File: config.mk
export PLATFORM = sky130hd
export DESIGN_NAME = bus_axi_sequencer
export DESIGN_NICKNAME = d
export VERILOG_FILES = /design/src/rtl/bus_axi_sequencer.sv
export SDC_FILE = /design/constraint.sdc
export NUM_CORES = 1
export LEC_CHECK = 0
export CAP_MARGIN = 40
export CORE_AREA = 2 2 114 116
export CTS_CLUSTER_DIAMETER = 150
export DETAILED_ROUTE_END_ITERATION = 8
export DIE_AREA = 0 0 116 118
export GPL_ROUTABILITY_DRIVEN = 0
export PLACE_DENSITY = 0.76
export SYNTH_ARGS = -nofsm -noshare
export SYNTH_HDL_FRONTEND = slang
export SYNTH_SLANG_ARGS = --single-unit
File: constraint.sdc
create_clock -name clk -period 4.1 [get_ports clk]
set_clock_uncertainty 0.2 [all_clocks]
set_input_delay 1.025 -clock clk [delete_from_list [all_inputs] [get_ports clk]]
set_output_delay 1.025 -clock clk [all_outputs]
set_load 0.005 [all_outputs]
File: src/rtl/bus_axi_sequencer.sv
// rtl/bus_axi_sequencer.sv - 8088 bus-cycle sequencer to AXI4-Lite or internal memory (optional: BUS_ERR_CAPTURE_EN)
module bus_axi_sequencer #(
    parameter int ADDR_TYPE_W = 3
) (
    input  logic                   clk,
    input  logic                   rst_n,
    input  logic                   req,
    input  logic [1:0]             a_lo,
    input  logic [31:0]            a32,
    input  logic [31:0]            d32,
    input  logic [3:0]             wstrb,
    input  logic                   is_read,
    input  logic [ADDR_TYPE_W-1:0] addr_type,
    output logic                   ready,
    output logic [7:0]             rdata,
    output logic [31:0]            m_awaddr,
    output logic [2:0]             m_awprot,
    output logic                   m_awvalid,
    input  logic                   m_awready,
    output logic [31:0]            m_wdata,
    output logic [3:0]             m_wstrb,
    output logic                   m_wvalid,
    input  logic                   m_wready,
    input  logic [1:0]             m_bresp,
    input  logic                   m_bvalid,
    output logic                   m_bready,
    output logic [31:0]            m_araddr,
    output logic [2:0]             m_arprot,
    output logic                   m_arvalid,
    input  logic                   m_arready,
    input  logic [31:0]            m_rdata,
    input  logic [1:0]             m_rresp,
    input  logic                   m_rvalid,
    output logic                   m_rready,
    output logic                   int_en,
    output logic                   int_we,
    output logic [11:0]            int_addr,
    output logic [7:0]             int_wdata,
    input  logic [7:0]             int_rdata
`ifdef BUS_ERR_CAPTURE_EN
    ,
    output logic                   err_flag,
    output logic [31:0]            err_addr,
    input  logic                   err_clr
`endif
);

    // Target encodings shared with the address converter
    localparam logic [ADDR_TYPE_W-1:0] ADDR_TYPE_NOT_OP       = ADDR_TYPE_W'(0);
    localparam logic [ADDR_TYPE_W-1:0] ADDR_TYPE_AXI          = ADDR_TYPE_W'(1);
    localparam logic [ADDR_TYPE_W-1:0] ADDR_TYPE_INTERNAL_ROM = ADDR_TYPE_W'(2);
    localparam logic [ADDR_TYPE_W-1:0] ADDR_TYPE_INTERNAL_RAM = ADDR_TYPE_W'(3);
    localparam logic [ADDR_TYPE_W-1:0] ADDR_TYPE_UNKNOWN      = ADDR_TYPE_W'(7);

    typedef enum logic [2:0] {
        IDLE    = 3'd0,
        WADDR   = 3'd1,
        BWAIT   = 3'd2,
        RADDR   = 3'd3,
        RWAIT   = 3'd4,
        INT     = 3'd5,
        INTWAIT = 3'd6,
        DONE    = 3'd7
    } state_t;

    state_t                 state;
    state_t                 state_next;

    logic [1:0]             lat_a_lo;
    logic [31:0]            lat_a32;
    logic [31:0]            lat_d32;
    logic [3:0]             lat_wstrb;
    logic                   lat_read;
    logic [ADDR_TYPE_W-1:0] lat_type;

    logic                   accept;
    logic                   is_internal;

    assign accept      = (state == IDLE) && req;
    assign is_internal = (addr_type == ADDR_TYPE_INTERNAL_ROM) ||
                         (addr_type == ADDR_TYPE_INTERNAL_RAM);

    // State register
    always_ff @(posedge clk or negedge rst_n) begin
        if (!rst_n) begin
            state <= IDLE;
        end else begin
            state <= state_next;
        end
    end

    // Next-state decode; AXI branches watch the registered valids so each
    // channel's handshake is tracked independently inside WADDR
    always_comb begin
        state_next = state;
        case (state)
            IDLE: begin
                if (req) begin
                    if (addr_type == ADDR_TYPE_AXI) begin
                        state_next = is_read ? RADDR : WADDR;
                    end else if (is_internal) begin
                        state_next = INT;
                    end else begin
                        state_next = DONE;
                    end
                end
            end
            WADDR: begin
                if ((!m_awvalid || m_awready) && (!m_wvalid || m_wready)) begin
                    state_next = BWAIT;
                end
            end
            BWAIT: begin
                if (m_bvalid) begin
                    state_next = DONE;
                end
            end
            RADDR: begin
                if (m_arready) begin
                    state_next = RWAIT;
                end
            end
            RWAIT: begin
                if (m_rvalid) begin
                    state_next = DONE;
                end
            end
            INT:     state_next = INTWAIT;
            INTWAIT: state_next = DONE;
            DONE: begin
                if (!req) begin
                    state_next = IDLE;
                end
            end
            default: state_next = IDLE;
        endcase
    end

    // Moore outputs for the CPU side and the internal memory port
    always_comb begin
        ready     = (state == DONE);
        int_en    = (state == INT);
        int_we    = (state == INT) && (lat_type == ADDR_TYPE_INTERNAL_RAM) && !lat_read;
        int_addr  = lat_a32[11:0];
        int_wdata = lat_d32[7:0];
    end

    // Registered AXI valid/ready; each valid drops on its own handshake
    always_ff @(posedge clk or negedge rst_n) begin
        if (!rst_n) begin
            m_awvalid <= 1'b0;
            m_wvalid  <= 1'b0;
            m_arvalid <= 1'b0;
            m_bready  <= 1'b0;
            m_rready  <= 1'b0;
        end else begin
            m_awvalid <= (state_next == WADDR) && ((state == IDLE) || (m_awvalid && !m_awready));
            m_wvalid  <= (state_next == WADDR) && ((state == IDLE) || (m_wvalid && !m_wready));
            m_arvalid <= (state_next == RADDR);
            m_bready  <= (state_next == BWAIT);
            m_rready  <= (state_next == RWAIT);
        end
    end

    // Capture the decoded request fields when a cycle is accepted
    always_ff @(posedge clk or negedge rst_n) begin
        if (!rst_n) begin
            lat_a_lo  <= '0;
            lat_a32   <= '0;
            lat_d32   <= '0;
            lat_wstrb <= '0;
            lat_read  <= 1'b0;
            lat_type  <= '0;
        end else if (accept) begin
            lat_a_lo  <= a_lo;
            lat_a32   <= a32;
            lat_d32   <= d32;
            lat_wstrb <= wstrb;
            lat_read  <= is_read;
            lat_type  <= addr_type;
        end
    end

    // Read byte to the CPU; holds until the next read (or unmapped cycle) completes
    always_ff @(posedge clk or negedge rst_n) begin
        if (!rst_n) begin
            rdata <= 8'hFF;
        end else if (accept && (addr_type != ADDR_TYPE_AXI) && !is_internal) begin
            rdata <= 8'hFF;
        end else if ((state == RWAIT) && m_rvalid) begin
            rdata <= m_rdata[{lat_a_lo, 3'b000} +: 8];
        end else if ((state == INTWAIT) && lat_read) begin
            rdata <= int_rdata;
        end
    end

    assign m_awaddr = lat_a32;
    assign m_awprot = 3'b000;
    assign m_wdata  = lat_d32;
    assign m_wstrb  = lat_wstrb;
    assign m_araddr = lat_a32;
    assign m_arprot = 3'b000;

`ifdef BUS_ERR_CAPTURE_EN
    logic        err_set;
    logic [31:0] err_src;

    // Error sources: non-OKAY responses on B/R, or an unmapped target at accept
    always_comb begin
        err_set = 1'b0;
        err_src = lat_a32;
        if ((state == BWAIT) && m_bvalid && (m_bresp != 2'b00)) begin
            err_set = 1'b1;
        end
        if ((state == RWAIT) && m_rvalid && (m_rresp != 2'b00)) begin
            err_set = 1'b1;
        end
        if (accept && (addr_type == ADDR_TYPE_UNKNOWN)) begin
            err_set = 1'b1;
            err_src = a32;
        end
    end

    // Sticky error flag; only the first error address is kept, clear wins
    always_ff @(posedge clk or negedge rst_n) begin
        if (!rst_n) begin
            err_flag <= 1'b0;
            err_addr <= '0;
        end else if (err_clr) begin
            err_flag <= 1'b0;
        end else if (err_set && !err_flag) begin
            err_flag <= 1'b1;
            err_addr <= err_src;
        end
    end
`else
    logic unused_resp;
    assign unused_resp = ^{m_bresp, m_rresp, ADDR_TYPE_NOT_OP, ADDR_TYPE_UNKNOWN};
`endif

endmodule

==> impl_metrics.xml, run 1 <==
<?xml version="1.0" encoding="UTF-8"?>
<metrics>
  <group name="synth">
    <metric name="synth-adder-area-share" unit="%">0</metric>
    <metric name="synth-xor-area-share" unit="%">0</metric>
    <metric name="syn_avg_cell_area" unit="um^2">12.9</metric>
    <metric name="synthMuxAreaShare" unit="%">23.9</metric>
    <metric name="post_synth_inst_count" unit="">332</metric>
    <metric name="share_of_the_synthesized_area_in_compound_gates_ao_oa_aoi_oai" unit="%">3.47</metric>
    <metric name="post_synthesis_sequential_element_count" unit="">90</metric>
    <metric name="main_combinational_cell_family_by_area_after_synthesis" unit="">multiplexers</metric>
    <metric name="synth.yosys.seq_area_share" unit="%">52.8</metric>
    <metric name="synth_simple_gate_area_share" unit="%">7.18</metric>
    <metric name="synth_cell_type_count" unit="">38</metric>
    <metric name="ys_warn_count" unit="">0</metric>
    <metric name="netlist_area" unit="um^2">4290</metric>
  </group>
  <group name="cells_and_area">
    <metric name="drive_gt1_share" unit="%">19.0</metric>
    <metric name="layout.cell_area.non_filler" unit="um^2">6950</metric>
    <metric name="flow.area_growth_from_synthesis" unit="%">62.1</metric>
    <metric name="finalNetCount" unit="">662</metric>
    <metric name="num_antenna_cells" unit="">0</metric>
    <metric name="final_core_util" unit="%">56.0</metric>
    <metric name="fillCellCount" unit="">1053</metric>
  </group>
  <group name="sta">
    <metric name="worstMarginPinSlew" unit="ns">0.576</metric>
    <metric name="timing.slew.headroom" unit="%">61.4</metric>
    <metric name="rsz_0062_raised_after_global_routing" unit="">false</metric>
    <metric name="worst_slack_setup_final" unit="ns">0.673</metric>
    <metric name="report.final.setup_viol" unit="">0</metric>
    <metric name="max_clock_freq" unit="MHz">292</metric>
    <metric name="hold_viol_final" unit="">0</metric>
    <metric name="slew_viol_final" unit="">0</metric>
    <metric name="min_period_over_period" unit="%">83.6</metric>
    <metric name="final.min_clock_period" unit="ns">3.43</metric>
    <metric name="hold_slack" unit="ns">0.288</metric>
    <metric name="timing.setup.tns" unit="ns">0</metric>
  </group>
  <group name="place">
    <metric name="detailed_place.area" unit="um^2">6610</metric>
    <metric name="pre_cts_slack" unit="ns">0.921</metric>
    <metric name="dp.final_hpwl" unit="mm">8.79</metric>
    <metric name="port_buffers" unit="">257</metric>
  </group>
  <group name="clock_network">
    <metric name="cts.htree.levels" unit="">3</metric>
    <metric name="worst_setup_hold_path_clk_slew" unit="ns">0.06</metric>
    <metric name="tritoncts" unit="">yes</metric>
    <metric name="clockRootBuffer" unit="">clkbuf_16</metric>
    <metric name="postCtsHoldBufs" unit="">0</metric>
    <metric name="clkSinkCount" unit="">90</metric>
    <metric name="numCtsBuffers" unit="">9</metric>
    <metric name="cts_buffer_depth" unit="">2</metric>
    <metric name="postCtsSetupBuffers" unit="">0</metric>
    <metric name="post_cts_resize_count" unit="">0</metric>
    <metric name="clock_insertion_delay_at_the_later_pin_of_the_skew_report" unit="ns">0.34</metric>
  </group>
  <group name="power_and_ir_drop">
    <metric name="p_switching" unit="uW">1360</metric>
    <metric name="seq_power_share" unit="%">34.8</metric>
    <metric name="p_int" unit="uW">3500</metric>
    <metric name="power_leakage" unit="uW">0.00284</metric>
    <metric name="clock_power_share" unit="%">18.9</metric>
    <metric name="logic_pwr_share" unit="%">46.3</metric>
    <metric name="ir_drop" unit="V">0.000293</metric>
    <metric name="pwr_density_cell" unit="nW/um^2">699</metric>
    <metric name="power.share.switching" unit="%">28.0</metric>
  </group>
  <group name="detailed_routing">
    <metric name="drt_pass1_iterations" unit="">4</metric>
    <metric name="drt-initial-drc-count" unit="">102</metric>
    <metric name="number_of_routed_nets_with_antenna_violations" unit="">0</metric>
    <metric name="drt_wl_total" unit="mm">11.2</metric>
    <metric name="drc" unit="">0</metric>
    <metric name="average_wire_length_per_cell_after_detail_routing" unit="um">15.8</metric>
    <metric name="vias_per_cell" unit="">4.60</metric>
    <metric name="routed-via-count" unit="">3282</metric>
  </group>
  <group name="global_routing">
    <metric name="first_global_vias" unit="">3311</metric>
    <metric name="globalRouteOverflowTotal" unit="">0</metric>
    <metric name="grt_first_pass_wirelength" unit="mm">17.4</metric>
    <metric name="maximum_number_of_pins_on_one_net_before_global_route_repair" unit="">91</metric>
    <metric name="grt_use_total" unit="%">16.3</metric>
    <metric name="initial_antenna_violation_count" unit="">0</metric>
  </group>
  <group name="worst_setup_path">
    <metric name="endpoint_kind" unit="">primary output</metric>
    <metric name="setup_slack_of_the_most_critical_reg_to_reg_path" unit="ns">1.94</metric>
    <metric name="timing_worst_setup_path_type" unit="">reg -&gt; out</metric>
    <metric name="critical_path_peak_fanout" unit="">11</metric>
    <metric name="worstPathRequired" unit="ns">2.87</metric>
    <metric name="crit_arrival" unit="ns">2.20</metric>
    <metric name="critPathLaunchType" unit="">flip-flop</metric>
  </group>
  <group name="floorplanning">
    <metric name="start_util" unit="%">34.5</metric>
    <metric name="ios" unit="">268</metric>
    <metric name="core_area" unit="um^2">12400</metric>
    <metric name="floorplan.rows" unit="">41</metric>
    <metric name="floorplan.die.height" unit="um">118</metric>
    <metric name="die_w" unit="um">116</metric>
    <metric name="area_enclosed_by_the_die_boundary" unit="um^2">13700</metric>
  </group>
  <group name="flow_run">
    <metric name="cap_violations" unit="">0</metric>
  </group>
  <group name="status">
    <metric name="status" unit="">completed</metric>
  </group>
  <group name="min_path">
    <metric name="min-delay-path-class" unit="">reg -&gt; reg</metric>
  </group>
</metrics>
[critical path, stage by stage, from the launching register on]
cell and delay [ns]:
dfrtp_1 0.58, inv_2 0.16, nor3_1 0.24, nor4b_1 0.30, clkdlybuf4s50_1 0.58
[logic make-up (layout without fill, tap and decap cells)]
| family | Yosys count | count (layout) |
|---|---|---|
| flip-flops | 90 | 90 |
| buffers and inverters | 76 | 280 |
| AND/OR/NAND/NOR | 60 | 60 |
| other | 1 | 6 |
| multiplexers | 83 | 83 |
| AO/OA/AOI/OAI | 22 | 22 |
[flip-flops by register name, indices dropped and copies added (netlist names)]
| name | count |
|---|---|
| m_arvalid | 1 |
| m_wdata | 32 |
| state | 3 |
| m_bready | 1 |
| m_araddr | 32 |
| m_rready | 1 |
| lat_a_lo | 2 |
| m_wstrb | 4 |
| rdata | 8 |
| m_wvalid | 1 |
| lat_type | 3 |
| m_awvalid | 1 |
| lat_read | 1 |
[layout by cell type (no fill, tap or decap), types with 2 or more instances in the layout]
| cell type | netlist | routed |
|---|---|---|
| clkdlybuf4s50_1 | 0 | 256 |
| dfrtp_1 | 82 | 82 |
| mux2_2 | 62 | 62 |
| nand2_1 | 21 | 21 |
| nor2_1 | 13 | 13 |
| mux2_1 | 12 | 12 |
| a31oi_1 | 9 | 9 |
| clkbuf_16 | 0 | 9 |
| mux4_2 | 8 | 8 |
| dfstp_2 | 8 | 8 |
| conb_1 | 1 | 6 |
| nor3_1 | 5 | 5 |
| nor2b_1 | 5 | 5 |
| o21ai_0 | 4 | 4 |
| buf_4 | 67 | 4 |
| nand2b_1 | 3 | 3 |
| clkbuf_8 | 0 | 3 |
| and3_1 | 2 | 2 |
| inv_2 | 2 | 2 |
| a211oi_1 | 2 | 2 |
| nand3_1 | 2 | 2 |
| nor3b_1 | 2 | 2 |
| bufinv_16 | 0 | 2 |
[cell type report]
cell class / instances / area [um^2] / area share, %
Inverter: 3 / 11.3 / 0.162
Tap cell: 172 / 215 / 3.10
Timing Repair Buffer: 261 / 2610 / 37.6
Clock inverter: 3 / 68.8 / 0.990
Multi-Input combinational cell: 171 / 1510 / 21.7
Clock buffer: 13 / 270 / 3.89
Sequential cell: 90 / 2260 / 32.5
[cells in the mapped netlist, drive strengths merged]
library cell,number,area [um^2]
dfrtp,82,2050
mux2,74,833
buf,72,527
nand2,21,78.8
nor2,13,48.8
a31oi,9,56.3
dfstp,8,210
mux4,8,180
nor3,6,35.0
nor2b,5,31.3
o21ai,5,25.0
inv,3,11.3
nand2b,3,18.8
a211oi,2,15.0
and3,2,12.5
nand3,2,10.0
nor3b,2,15.0
nor4b,2,23.8
o211ai,2,20.0
a21oi,1,5.00
and2b,1,7.51
and3b,1,8.76
and4b,1,10.0
clkbuf,1,3.75
conb,1,3.75
mux2i,1,10.0
o2111ai,1,8.76
o211a,1,10.0
o311ai,1,8.76
or2b,1,7.51
[power groups by stage]
stage          logic, uW  registers (uW)  clock network [uW]
2_1_floorplan       1120            1630                   0
3_3_place_gp        2230            1680                   0
3_5_place_dp        2270            1720                   0
4_1_cts             2280            1700                 949
5_1_grt             2410            1760                 988
6_report            2250            1690                 919
[metal layers]
layer	global-route usage, %	up-vias	wire (um)
met5	0	-	0
met4	7.37	0	322
met3	6.08	27	1160
met2	27.4	172	5510
met1	18.2	1584	4250
li1	-	1499	-
[path summary, 6_finish.rpt]
path | endpoint | startpoint | cells past startpoint
setup reg to reg | rdata[3] | state[1] | 5
hold / removal | m_wstrb[1] | m_wstrb[1] | 1
max in group asynchronous | rdata[0] | rst_n | 2
hold reg to reg | m_wstrb[1] | m_wstrb[1] | 1
setup / recovery | int_we | state[2] | 4
min in group asynchronous | lat_a_lo[0] | rst_n | 2
[per-stage QoR]
step / std cells / total power (uW)
after floorplan: 337 / 2750
after global placement: 697 / 3910
after detailed placement: 697 / 3990
after CTS: 713 / 4930
after global routing: 713 / 5160
final: 713 / 4860
(Power assumes the default switching activity.)
==> run 2: changes to the inputs <==
Clock period 4.1 ns to 3.4 ns, I/O delays scaled along.
==> run 2 against run 1 <==
- via count fell by 0.70%
- sequential share of layout area fell by 0.076 points
- flip-flop and latch count did not move
- core utilization rose by 0.13 points
- non-clock buffer count rose by 3
- worst setup slack got worse by 0.16 ns
- clock power rose by 15%
- global-route usage rose by 0.33 points
- wire length rose by 1.9%
- largest cell class unchanged
==> impl_metrics.xml, run 2 (synthesis gave the netlist of run 1 again) <==
<?xml version="1.0" encoding="UTF-8"?>
<metrics>
  <group name="status">
    <metric name="status" unit="">completed</metric>
  </group>
  <group name="worst_setup_path">
    <metric name="register_to_register_path_depth" unit="">4</metric>
    <metric name="crit_arrival" unit="ns">1.84</metric>
    <metric name="critical_path_peak_fanout" unit="">9</metric>
    <metric name="timing_worst_setup_path_type" unit="">reg -&gt; out</metric>
    <metric name="endpoint_kind" unit="">primary output</metric>
    <metric name="critPathLaunchType" unit="">flip-flop</metric>
    <metric name="worstPathRequired" unit="ns">2.35</metric>
  </group>
  <group name="clock_network">
    <metric name="cts_buffer_depth" unit="">2</metric>
    <metric name="post_cts_resize_count" unit="">0</metric>
    <metric name="postCtsSetupBuffers" unit="">0</metric>
    <metric name="clockRootBuffer" unit="">clkbuf_16</metric>
    <metric name="postCtsHoldBufs" unit="">0</metric>
    <metric name="cts.htree.levels" unit="">3</metric>
    <metric name="tritoncts" unit="">yes</metric>
    <metric name="clock_insertion_delay_at_the_later_pin_of_the_skew_report" unit="ns">0.34</metric>
    <metric name="numCtsBuffers" unit="">9</metric>
    <metric name="clkSinkCount" unit="">90</metric>
    <metric name="worst_setup_hold_path_clk_slew" unit="ns">0.06</metric>
  </group>
  <group name="detailed_routing">
    <metric name="drt_pass1_iterations" unit="">6</metric>
    <metric name="average_wire_length_per_cell_after_detail_routing" unit="um">16.0</metric>
    <metric name="drt-initial-drc-count" unit="">98</metric>
    <metric name="routed-via-count" unit="">3259</metric>
    <metric name="vias_per_cell" unit="">4.55</metric>
    <metric name="drt_wl_total" unit="mm">11.5</metric>
    <metric name="number_of_routed_nets_with_antenna_violations" unit="">0</metric>
    <metric name="drc" unit="">0</metric>
  </group>
  <group name="global_routing">
    <metric name="globalRouteOverflowTotal" unit="">0</metric>
    <metric name="maximum_number_of_pins_on_one_net_before_global_route_repair" unit="">51</metric>
    <metric name="grt_first_pass_wirelength" unit="mm">17.6</metric>
    <metric name="first_global_vias" unit="">3411</metric>
    <metric name="grt_use_total" unit="%">16.7</metric>
    <metric name="initial_antenna_violation_count" unit="">0</metric>
  </group>
  <group name="min_path">
    <metric name="min-delay-path-class" unit="">reg -&gt; reg</metric>
    <metric name="timing.hold.worst_path_depth" unit="">1</metric>
  </group>
  <group name="place">
    <metric name="detailed_place.area" unit="um^2">6650</metric>
    <metric name="dp.final_hpwl" unit="mm">9.01</metric>
    <metric name="port_buffers" unit="">257</metric>
  </group>
  <group name="cells_and_area">
    <metric name="layout.cells.most_common" unit="">clkdlybuf4s50_1</metric>
    <metric name="finalNetCount" unit="">665</metric>
    <metric name="flow.area_growth_from_synthesis" unit="%">62.5</metric>
    <metric name="most-common-layout-cells" unit="">clkdlybuf4s50_1, dfrtp_1, mux2_2</metric>
    <metric name="fillCellCount" unit="">1070</metric>
    <metric name="num_antenna_cells" unit="">0</metric>
    <metric name="drive_gt1_share" unit="%">19.5</metric>
    <metric name="layout.cell_area.non_filler" unit="um^2">6970</metric>
  </group>
  <group name="floorplanning">
    <metric name="start_util" unit="%">34.5</metric>
    <metric name="ios" unit="">268</metric>
    <metric name="die_w" unit="um">116</metric>
    <metric name="core_area" unit="um^2">12400</metric>
    <metric name="floorplan.die.height" unit="um">118</metric>
    <metric name="area_enclosed_by_the_die_boundary" unit="um^2">13700</metric>
    <metric name="floorplan.rows" unit="">41</metric>
  </group>
  <group name="sta">
    <metric name="final.min_clock_period" unit="ns">2.89</metric>
    <metric name="timing.slew.headroom" unit="%">63.1</metric>
    <metric name="report.final.setup_viol" unit="">0</metric>
    <metric name="worstMarginPinSlew" unit="ns">0.553</metric>
    <metric name="timing.setup.tns" unit="ns">0</metric>
    <metric name="rsz_0062_raised_after_global_routing" unit="">false</metric>
    <metric name="hold_viol_final" unit="">0</metric>
    <metric name="max_clock_freq" unit="MHz">346</metric>
    <metric name="min_period_over_period" unit="%">84.9</metric>
    <metric name="slew_viol_final" unit="">0</metric>
  </group>
  <group name="power_and_ir_drop">
    <metric name="ir_drop" unit="V">0.000519</metric>
    <metric name="power_leakage" unit="uW">0.00285</metric>
    <metric name="pwr_density_cell" unit="nW/um^2">841</metric>
  </group>
  <group name="flow_run">
    <metric name="cap_violations" unit="">0</metric>
  </group>
</metrics>
-- run 2: changes by cell type in the layout (fill, tap and decap cells not counted) --
| cell | previous run | this run |
|---|---|---|
| buf_4 | 4 | 6 |
| clkbuf_8 | 3 | 1 |
| clkinvlp_4 | 0 | 1 |
| inv_6 | 1 | 0 |
| buf_12 | 1 | 2 |
| clkinv_2 | 0 | 2 |
-- run 2: power by group --
part           internal [uW]  switching, uW  leakage [uW]  total [uW]
clock network            661            402      0.000156        1060
registers               1610            376       0.00110        1990
logic                   1930            876       0.00159        2810
total                   4210           1650       0.00285        5860
-- run 2: final timing paths --
check                              endpoint  startpoint  slack (ns)
worst max-delay path                 int_we    state[2]        0.51
max in group asynchronous       m_wdata[15]       rst_n        2.07
worst max register to register   m_wstrb[2]    state[1]        1.33
worst min register to register   m_wstrb[1]  m_wstrb[1]        0.28
worst min-delay path             m_wstrb[1]  m_wstrb[1]        0.28
min in group asynchronous       lat_a_lo[0]       rst_n        0.29
-- run 2: area by class of cell --
type	count	area, um^2	share of cell area, %
well taps	172	215	3.09
flip-flops and latches	90	2260	32.5
clock inverters	5	77.6	1.11
multi-input cells	171	1510	21.7
clock buffers	11	243	3.48
repair buffers	264	2650	38.0
inverters	3	11.3	0.162
-- run 2: metrics by stage --
step                      util, %  worst slack, ns  total power [uW]  hold WS, ns  cells
after global placement       53.5            0.509              4750        0.270    700
final                        56.1            0.512              5860        0.285    716
after global routing         56.1            0.301              6240        0.309    716
after CTS                    56.1            0.484              5950        0.288    716
after detailed placement     53.5            0.470              4850        0.274    700
after floorplan                 -             1.19              3320        0.280    337
-- run 2: worst max-delay path, stage by stage, from the launching register on --
cell and delay [ns]:
dfrtp_1 0.36, inv_2 0.09, nor3_1 0.20, nor4b_1 0.28
clkdlybuf4s50_1 0.58
-- run 2: layer usage --
metal / GRT usage (%) / part of all wire [%]
met1: 19.4 / 39
met2: 28.4 / 50
met3: 5.30 / 8.5
met4: 6.03 / 2.1
met5: 0 / 0
==> run 3: changes to the inputs <==
Clock period 3.4 ns to 2.9 ns, I/O delays scaled along.
==> run 3 against run 2 <==
- register-to-register slack worse by 0.47 ns
- power increased by 16%
- core utilization did not move
- worst setup slack worse by 0.41 ns
- via count grew 0.28%
- global-route usage decreased by 0.21 points
- first-iteration DRC count increased by 32%
- die area stayed put
- critical path depth unchanged
- sequential share of layout area unchanged
- final cell count unchanged
- critical path type unchanged
- highest routed layer unchanged
==> impl_metrics.xml, run 3 (synthesis gave the netlist of run 1 again) <==
<?xml version="1.0" encoding="UTF-8"?>
<metrics>
  <group name="sta">
    <metric name="slew_viol_final" unit="">0</metric>
    <metric name="report.final.setup_viol" unit="">0</metric>
    <metric name="worst_slack_setup_final" unit="ns">0.0999</metric>
    <metric name="timing.setup.tns" unit="ns">0</metric>
    <metric name="timing.slew.headroom" unit="%">62.5</metric>
    <metric name="rsz_0062_raised_after_global_routing" unit="">false</metric>
    <metric name="worstMarginPinSlew" unit="ns">0.562</metric>
    <metric name="final.min_clock_period" unit="ns">2.80</metric>
    <metric name="hold_viol_final" unit="">0</metric>
    <metric name="min_period_over_period" unit="%">96.6</metric>
    <metric name="max_clock_freq" unit="MHz">357</metric>
  </group>
  <group name="power_and_ir_drop">
    <metric name="power.share.switching" unit="%">28.3</metric>
    <metric name="post-layout-total-power" unit="uW">6800</metric>
    <metric name="logic_pwr_share" unit="%">48.4</metric>
    <metric name="seq_power_share" unit="%">34.2</metric>
    <metric name="power_leakage" unit="uW">0.00284</metric>
    <metric name="pwr_density_cell" unit="nW/um^2">976</metric>
    <metric name="p_int" unit="uW">4870</metric>
    <metric name="p_switching" unit="uW">1920</metric>
    <metric name="clock_power_share" unit="%">17.4</metric>
    <metric name="ir_drop" unit="V">0.000579</metric>
  </group>
  <group name="floorplanning">
    <metric name="floorplan.rows" unit="">41</metric>
    <metric name="core_area" unit="um^2">12400</metric>
    <metric name="die_w" unit="um">116</metric>
    <metric name="floorplan.die.height" unit="um">118</metric>
    <metric name="ios" unit="">268</metric>
    <metric name="start_util" unit="%">34.5</metric>
    <metric name="area_enclosed_by_the_die_boundary" unit="um^2">13700</metric>
  </group>
  <group name="worst_setup_path">
    <metric name="critical_path.slowest_cell" unit="">clkdlybuf4s50_1</metric>
    <metric name="crit_arrival" unit="ns">1.88</metric>
    <metric name="critical-path-max-stage-delay" unit="ns">0.57</metric>
    <metric name="critPathLaunchType" unit="">flip-flop</metric>
    <metric name="timing_worst_setup_path_type" unit="">reg -&gt; out</metric>
    <metric name="critical_path.n_buffers_inverters" unit="">2</metric>
    <metric name="cp_cell_sequence" unit="">inv_2, nor3_1, nor4b_1, clkdlybuf4s50_1</metric>
    <metric name="endpoint_kind" unit="">primary output</metric>
    <metric name="worstPathRequired" unit="ns">1.98</metric>
    <metric name="family_of_cells_with_the_greatest_summed_delay_on_the_critical_path" unit="">buffers and inverters</metric>
    <metric name="critical_path_peak_fanout" unit="">9</metric>
  </group>
  <group name="clock_network">
    <metric name="post_cts_resize_count" unit="">0</metric>
    <metric name="worst_setup_hold_path_clk_slew" unit="ns">0.06</metric>
    <metric name="cts_buffer_depth" unit="">2</metric>
    <metric name="postCtsSetupBuffers" unit="">0</metric>
    <metric name="clockRootBuffer" unit="">clkbuf_16</metric>
    <metric name="tritoncts" unit="">yes</metric>
    <metric name="clock_insertion_delay_at_the_later_pin_of_the_skew_report" unit="ns">0.33</metric>
    <metric name="numCtsBuffers" unit="">9</metric>
    <metric name="cts.htree.levels" unit="">3</metric>
    <metric name="postCtsHoldBufs" unit="">0</metric>
    <metric name="clkSinkCount" unit="">90</metric>
  </group>
  <group name="detailed_routing">
    <metric name="vias_per_cell" unit="">4.56</metric>
    <metric name="drt-initial-drc-count" unit="">129</metric>
    <metric name="routed-via-count" unit="">3268</metric>
    <metric name="drc" unit="">0</metric>
    <metric name="drt_pass1_iterations" unit="">4</metric>
    <metric name="number_of_routed_nets_with_antenna_violations" unit="">0</metric>
    <metric name="average_wire_length_per_cell_after_detail_routing" unit="um">15.8</metric>
    <metric name="drt_wl_total" unit="mm">11.3</metric>
  </group>
  <group name="global_routing">
    <metric name="globalRouteOverflowTotal" unit="">0</metric>
    <metric name="grt_first_pass_wirelength" unit="mm">17.6</metric>
    <metric name="initial_antenna_violation_count" unit="">0</metric>
    <metric name="maximum_number_of_pins_on_one_net_before_global_route_repair" unit="">50</metric>
    <metric name="first_global_vias" unit="">3404</metric>
    <metric name="grt_use_total" unit="%">16.4</metric>
  </group>
  <group name="cells_and_area">
    <metric name="drive_gt1_share" unit="%">19.5</metric>
    <metric name="flow.area_growth_from_synthesis" unit="%">62.5</metric>
    <metric name="finalNetCount" unit="">665</metric>
    <metric name="instances_no_fill" unit="">716</metric>
    <metric name="fillCellCount" unit="">1070</metric>
    <metric name="num_antenna_cells" unit="">0</metric>
    <metric name="most-common-layout-cells" unit="">clkdlybuf4s50_1, dfrtp_1, mux2_2</metric>
    <metric name="layout.cells.most_common" unit="">clkdlybuf4s50_1</metric>
  </group>
  <group name="place">
    <metric name="port_buffers" unit="">257</metric>
    <metric name="dp_cells" unit="">700</metric>
    <metric name="pre_cts_slack" unit="ns">0.0996</metric>
    <metric name="dp.final_hpwl" unit="mm">8.95</metric>
  </group>
  <group name="min_path">
    <metric name="min-delay-path-class" unit="">in -&gt; async</metric>
  </group>
  <group name="flow_run">
    <metric name="cap_violations" unit="">0</metric>
  </group>
  <group name="status">
    <metric name="status" unit="">completed</metric>
  </group>
</metrics>
==> run 3: area by class of cell <==
class                           instances  area, um^2  area share, %
Timing Repair Buffer                  264        2660           38.2
Inverter                                3        11.3          0.162
Sequential cell                        90        2260           32.5
Clock inverter                          4        51.3          0.736
Multi-Input combinational cell        171        1510           21.7
Clock buffer                           12         256           3.68
Tap cell                              172         215           3.09
==> run 3: metrics by stage <==
step | utilization, % | instance area, um^2 | hold WS (ns)
final | 56.1 | 6970 | 0.169
after global routing | 56.1 | 6970 | 0.211
after CTS | 56.1 | 6970 | 0.194
after detailed placement | 53.6 | 6660 | 0.274
after global placement | 53.6 | 6660 | 0.269
after floorplan | - | 4310 | 0.229
==> run 3: final timing paths <==
check                           cells past startpoint  slack, ns       start      endpoint
worst max register to register                      6       0.86    state[1]      rdata[2]
max in group asynchronous                           2       1.67       rst_n  m_araddr[14]
min in group clk                                    1       0.28  m_wstrb[1]    m_wstrb[1]
worst min-delay path                                1       0.17       rst_n   lat_a_lo[0]
worst max-delay path                                4        0.1    state[2]        int_we
worst min register to register                      1       0.28  m_wstrb[1]    m_wstrb[1]
==> run 3: layer usage <==
metal | share of wire, % | GRT usage [%] | up-vias
met3 | 9.1 | 5.36 | 20
met5 | 0 | 0 | -
li1 | - | - | 1501
met1 | 39 | 19.0 | 1595
met4 | 1.6 | 5.21 | 0
met2 | 51 | 28.5 | 152
==> run 3: power groups by stage <==
| stage | combinational (uW) | sequential (uW) | clock [uW] |
|---|---|---|---|
| finish | 3290 | 2330 | 1180 |
| global route | 3530 | 2420 | 1290 |
| detailed placement | 3320 | 2360 | 0 |
| CTS | 3330 | 2340 | 1230 |
| floorplan | 1590 | 2300 | 0 |
| global placement | 3270 | 2310 | 0 |
